### src/rtl/p2_seq.sv
// Run-and-check sequencer for the multicycle MIPS core: reset, run, count steps, then scan GPRs against an expected ROM.
// Optional P2SEQ_MASK_EN adds exp_mask to exclude individual registers from the compare.
module p2_seq #(
    parameter int DATA_W       = 32,
    parameter int REG_CNT      = 32,
    parameter int MAX_STEPS    = 100,
    parameter int RESET_CYCLES = 2,
    parameter int STEP_TIMEOUT = 10
) (
    input  logic                           clk,
    input  logic                           rst,
    input  logic                           start,
    input  logic                           instr_done,
    input  logic                           halt,
    output logic                           cpu_rst,
    output logic                           cpu_en,
    output logic [$clog2(REG_CNT)-1:0]     reg_raddr,
    input  logic [DATA_W-1:0]              reg_rdata,
    input  logic [DATA_W-1:0]              exp_rdata,
`ifdef P2SEQ_MASK_EN
    input  logic                           exp_mask,
`endif
    output logic                           busy,
    output logic                           done,
    output logic                           pass,
    output logic                           timeout,
    output logic                           limit,
    output logic [$clog2(MAX_STEPS+1)-1:0] step_cnt,
    output logic [$clog2(REG_CNT+1)-1:0]   err_cnt,
    output logic [$clog2(REG_CNT)-1:0]     first_err
);

    localparam int AW = $clog2(REG_CNT);
    localparam int SW = $clog2(MAX_STEPS + 1);
    localparam int EW = $clog2(REG_CNT + 1);
    localparam int WW = $clog2(STEP_TIMEOUT + 1);
    localparam int RW = (RESET_CYCLES > 1) ? $clog2(RESET_CYCLES) : 1;

    typedef enum logic [2:0] {S_IDLE, S_RESET, S_RUN, S_CHECK, S_DONE} state_t;

    state_t        state;
    logic [RW-1:0] rst_cyc;
    logic [WW-1:0] wd;
    logic [EW-1:0] chk;

    logic [SW-1:0] step_nx;
    logic [WW-1:0] wd_nx;
    logic          wd_fire;
    logic          cmp_vld;
    logic          mismatch;
    logic [EW-1:0] err_nx;

    function automatic logic [SW-1:0] step_inc(input logic [SW-1:0] v, input logic en);
        return (en && v < SW'(MAX_STEPS)) ? v + SW'(1) : v;
    endfunction

    function automatic logic [WW-1:0] wd_inc(input logic [WW-1:0] v);
        return (v < WW'(STEP_TIMEOUT)) ? v + WW'(1) : v;
    endfunction

    function automatic logic [EW-1:0] err_inc(input logic [EW-1:0] v, input logic en);
        return (en && v < EW'(REG_CNT)) ? v + EW'(1) : v;
    endfunction

    // chk counts CHECK cycles; a nonzero chk means data for address chk-1 is on the read ports
    always_comb begin
        step_nx = step_inc(step_cnt, instr_done);
        wd_nx   = instr_done ? '0 : wd_inc(wd);
        wd_fire = (wd_nx == WW'(STEP_TIMEOUT));
        cmp_vld = (chk != '0);
`ifdef P2SEQ_MASK_EN
        mismatch = cmp_vld && exp_mask && (reg_rdata !== exp_rdata);
`else
        mismatch = cmp_vld && (reg_rdata !== exp_rdata);
`endif
        err_nx = err_inc(err_cnt, mismatch);
    end

    always_ff @(posedge clk or negedge rst) begin
        if (!rst) begin
            state     <= S_IDLE;
            rst_cyc   <= '0;
            wd        <= '0;
            chk       <= '0;
            cpu_rst   <= 1'b1;
            cpu_en    <= 1'b0;
            reg_raddr <= '0;
            busy      <= 1'b0;
            done      <= 1'b0;
            pass      <= 1'b0;
            timeout   <= 1'b0;
            limit     <= 1'b0;
            step_cnt  <= '0;
            err_cnt   <= '0;
            first_err <= '0;
        end else begin
            case (state)
                S_IDLE, S_DONE: begin
                    if (state == S_IDLE)
                        cpu_rst <= 1'b0;
                    if (start) begin
                        state     <= S_RESET;
                        rst_cyc   <= '0;
                        wd        <= '0;
                        chk       <= '0;
                        cpu_rst   <= 1'b1;
                        reg_raddr <= '0;
                        busy      <= 1'b1;
                        done      <= 1'b0;
                        pass      <= 1'b0;
                        timeout   <= 1'b0;
                        limit     <= 1'b0;
                        step_cnt  <= '0;
                        err_cnt   <= '0;
                        first_err <= '0;
                    end
                end
                S_RESET: begin
                    if (rst_cyc == RW'(RESET_CYCLES - 1)) begin
                        state   <= S_RUN;
                        cpu_rst <= 1'b0;
                        cpu_en  <= 1'b1;
                        wd      <= '0;
                    end else begin
                        rst_cyc <= rst_cyc + RW'(1);
                    end
                end
                S_RUN: begin
                    step_cnt <= step_nx;
                    wd       <= wd_nx;
                    // halt wins over limit and watchdog; its own step is still counted
                    if (halt || step_nx == SW'(MAX_STEPS) || wd_fire) begin
                        state     <= S_CHECK;
                        cpu_en    <= 1'b0;
                        chk       <= '0;
                        reg_raddr <= '0;
                        if (!halt && step_nx == SW'(MAX_STEPS))
                            limit <= 1'b1;
                        else if (!halt)
                            timeout <= 1'b1;
                    end
                end
                S_CHECK: begin
                    err_cnt <= err_nx;
                    if (mismatch && err_cnt == '0)
                        first_err <= AW'(chk - EW'(1));
                    if (chk == EW'(REG_CNT)) begin
                        state <= S_DONE;
                        busy  <= 1'b0;
                        done  <= 1'b1;
                        pass  <= (err_nx == '0) && !timeout;
                    end else begin
                        chk <= chk + EW'(1);
                        if (int'(chk) + 1 < REG_CNT)
                            reg_raddr <= AW'(chk + EW'(1));
                    end
                end
                default: state <= S_IDLE;
            endcase
        end
    end

endmodule

### config.mk
export PLATFORM = sky130hd
export DESIGN_NAME = p2_seq
export DESIGN_NICKNAME = d
export VERILOG_FILES = /design/src/rtl/p2_seq.sv
export SDC_FILE = /design/constraint.sdc
export NUM_CORES = 1
export LEC_CHECK = 0
export BUFFER_PORTS_ARGS = -buffer_cell sky130_fd_sc_hd__clkbuf_2
export CORE_ASPECT_RATIO = 0.5
export CORE_UTILIZATION = 46
export DETAILED_ROUTE_END_ITERATION = 10
export PLACE_DENSITY = 0.77
export SKIP_LAST_GASP = 1
export SLEW_MARGIN = 20
export SYNTH_ARGS = -nofsm -noshare
export SYNTH_HDL_FRONTEND = slang
export SYNTH_SLANG_ARGS = --single-unit
### constraint.sdc
create_clock -name clk -period 2.4 [get_ports clk]
set_input_delay 0.36 -clock clk [delete_from_list [all_inputs] [get_ports clk]]
set_output_delay 0.36 -clock clk [all_outputs]
set_load 0.03 [all_outputs]
==> metrics.txt <==
grt ovf 0; critical path fanouts, max 7; clk buf depth 2; Hold Vio Cnt, Final 0; Worst-Margin Slew 0.792 ns; multi-input combinational cell area 1760 um^2; crit start category register; root buffer cell clkbuf_16; Cell Pwr Density 875 nW/um^2; placed wire-length estimate 5.94 mm; clk_lat worst skew 0.28 ns; initial antenna violation count 0; status complete, no violations; CTS sink count 44; Avg WL per Cell 15.3 um; skew final 0.00632 ns; worst hold-check path type in2async; Vias 2792; vias in the first global route 2749; ys async rst share 1.00; Mapped Area 2850 um^2; YS warnings 0; GR Util All Layers 0.248; Post-synth top flop dfrtp_1; largest net degree at the start of global routing 31; Peak VDD IR 0.517 mV; WP data arrival 2.50 ns; CTS H-tree lvls 2; Post-DRT Antenna Nets 0; layout cells sized above 1 0.379; vias per inst 5.43; die area 6530 um^2; Filler cells 448; Period Utilization, post-route 0.974; core footprint 5730 um^2; final core utilization 0.669; Area contributors post-synth dfrtp_1 (38%), xnor2_1 (11%), o21ai_0 (3.9%); routability congestion estimate 0.930; critical path type reg2reg; Slew headroom 0.472; Max-cap violations 0; Setup crit end kind register; CP Data Required Time 2.57 ns; most frequent cell after synthesis dfrtp_1; Syn Nets 381; minimum clock period 2.34 ns; sequential-to-total area share from yosys stat 0.387; count of final setup violators 0; P&R area growth vs syn 34.5%; first-pass GRT wire length 12.6 mm; Max Clk Rate 0.428 GHz; die height 57.7 um; Syn Area/Cell 9.31 um^2; Nets 504; count of final max-slew check failures 0; # port buffers 98; synthesized flop and latch total 44; Routed WL 7.85 mm; CTS tree built; Die Wd 113 um; post-synth top area cell dfrtp_1; synth cell count leaders dfrtp_1 (43), xnor2_1 (37), nor2_1 (29); Top Ports 99; Leakage 0.00182 uW; share of the synthesized area in the top cell type 0.378; Starting DRT DRC Count 312; Initial Utilization 0.497; DRC violations left 0; Cells after Synth 306; EDFF count, synth 0; Min Hold Slack 0.145 ns; number of CTS-inserted buffers 5; CTS clk-pin slew, worst paths 0.06 ns; storage element area 1110 um^2; drt pass-1 iters 4; Yosys cell types 53; num rows 19; ANT cells 0
==> worst max-delay path: stages, from the launching register on <==
cell	delay, ns
dfrtp_1	0.47
nand2_2	0.15
and4_2	0.30
a31oi_4	0.22
a221oi_4	0.06
or4_4	0.58
nand3_4	0.13
mux2_4	0.32
==> sequential cells by signal (all words and copies together) (netlist names), 3 cells and up <==
register and cells:
step_cnt 7, reg_raddr 5, state 3, chk 6, err_cnt 6, wd 4, first_err 5
==> cell families (layout without fill, tap and decap cells) <==
family	count (synthesis)	after routing	synth area share
flip-flops	44	44	0.387
XOR/XNOR	40	40	0.123
buffers and inverters	15	139	0.0211
adder cells (fa/ha/maj)	6	6	0.0263
AND/OR/NAND/NOR	117	117	0.217
AO/OA/AOI/OAI	71	71	0.170
multiplexers	13	13	0.0562
==> cells in the final DEF (no fill, tap or decap), types with 5 or more instances in the layout <==
cell type,n
nand3_1,9
nand4_1,10
a21oi_1,13
nor3_1,8
o21ai_0,22
dfrtp_1,40
nand2_1,26
xnor2_1,37
nand2b_1,5
nor2_1,29
mux2_2,8
inv_1,10
clkbuf_2,98
clkbuf_16,5
buf_4,23
ha_1,5
==> stage by stage <==
step | instances | total power [uW] | worst slack (ns) | instance area [um^2] | setup TNS (ns)
after floorplan | 306 | 1970 | 0.0355 | 2850 | 0
after global placement | 501 | 2410 | 0.106 | 3560 | 0
after detailed placement | 501 | 2470 | 0.0360 | 3560 | 0
after CTS | 509 | 3260 | 0.00107 | 3720 | 0
after global routing | 514 | 3560 | -0.00216 | 3830 | -0.00216
final | 514 | 3350 | 0.0631 | 3830 | 0
==> layout make-up <==
type / instances / share of cell area
clock buffer: 6 / 0.0336
clock inverter: 2 / 0.00914
inverter: 10 / 0.00980
multi-input combinational: 247 / 0.458
sequential: 44 / 0.289
tap: 84 / 0.0274
timing repair buffer: 121 / 0.173
==> what timing repair did <==
action,CTS,global route
endpoints found under the hold margin,0,0
setup endpoints to repair,0,16
hold buffers,0,0
setup buffers,0,5
resized for setup,0,13
==> path summary, 6_finish.rpt <==
| kind | slack (ns) | depth (start not counted) | end | from |
|---|---|---|---|---|
| min | 0.15 | 1 | wd[2] | rst |
| min reg2reg | 0.46 | 2 | cpu_rst | cpu_rst |
| max | 0.06 | 7 | reg_raddr[1] | step_cnt[6] |
| min in group clk | 0.28 | 2 | state[2] | start |
| max reg2reg | 0.06 | 7 | reg_raddr[1] | step_cnt[6] |
| max in group asynchronous | 1.54 | 2 | err_cnt[0] | rst |
==> routing by layer <==
layer  global-route usage  wire length, um  part of all wire
met1                0.309             3470              0.44
met2                0.424             3940              0.50
met3               0.0513              274             0.035
met4                0.120              171             0.022
met5                    0                0                 0
==> power breakdown <==
group	leakage [uW]	switching [uW]	total, uW	internal [uW]
Clock	0.0000808	275	765	490
Sequential	0.000585	118	994	876
Combinational	0.00116	930	1590	663
Note: power is estimated with default switching activity, not from simulation.
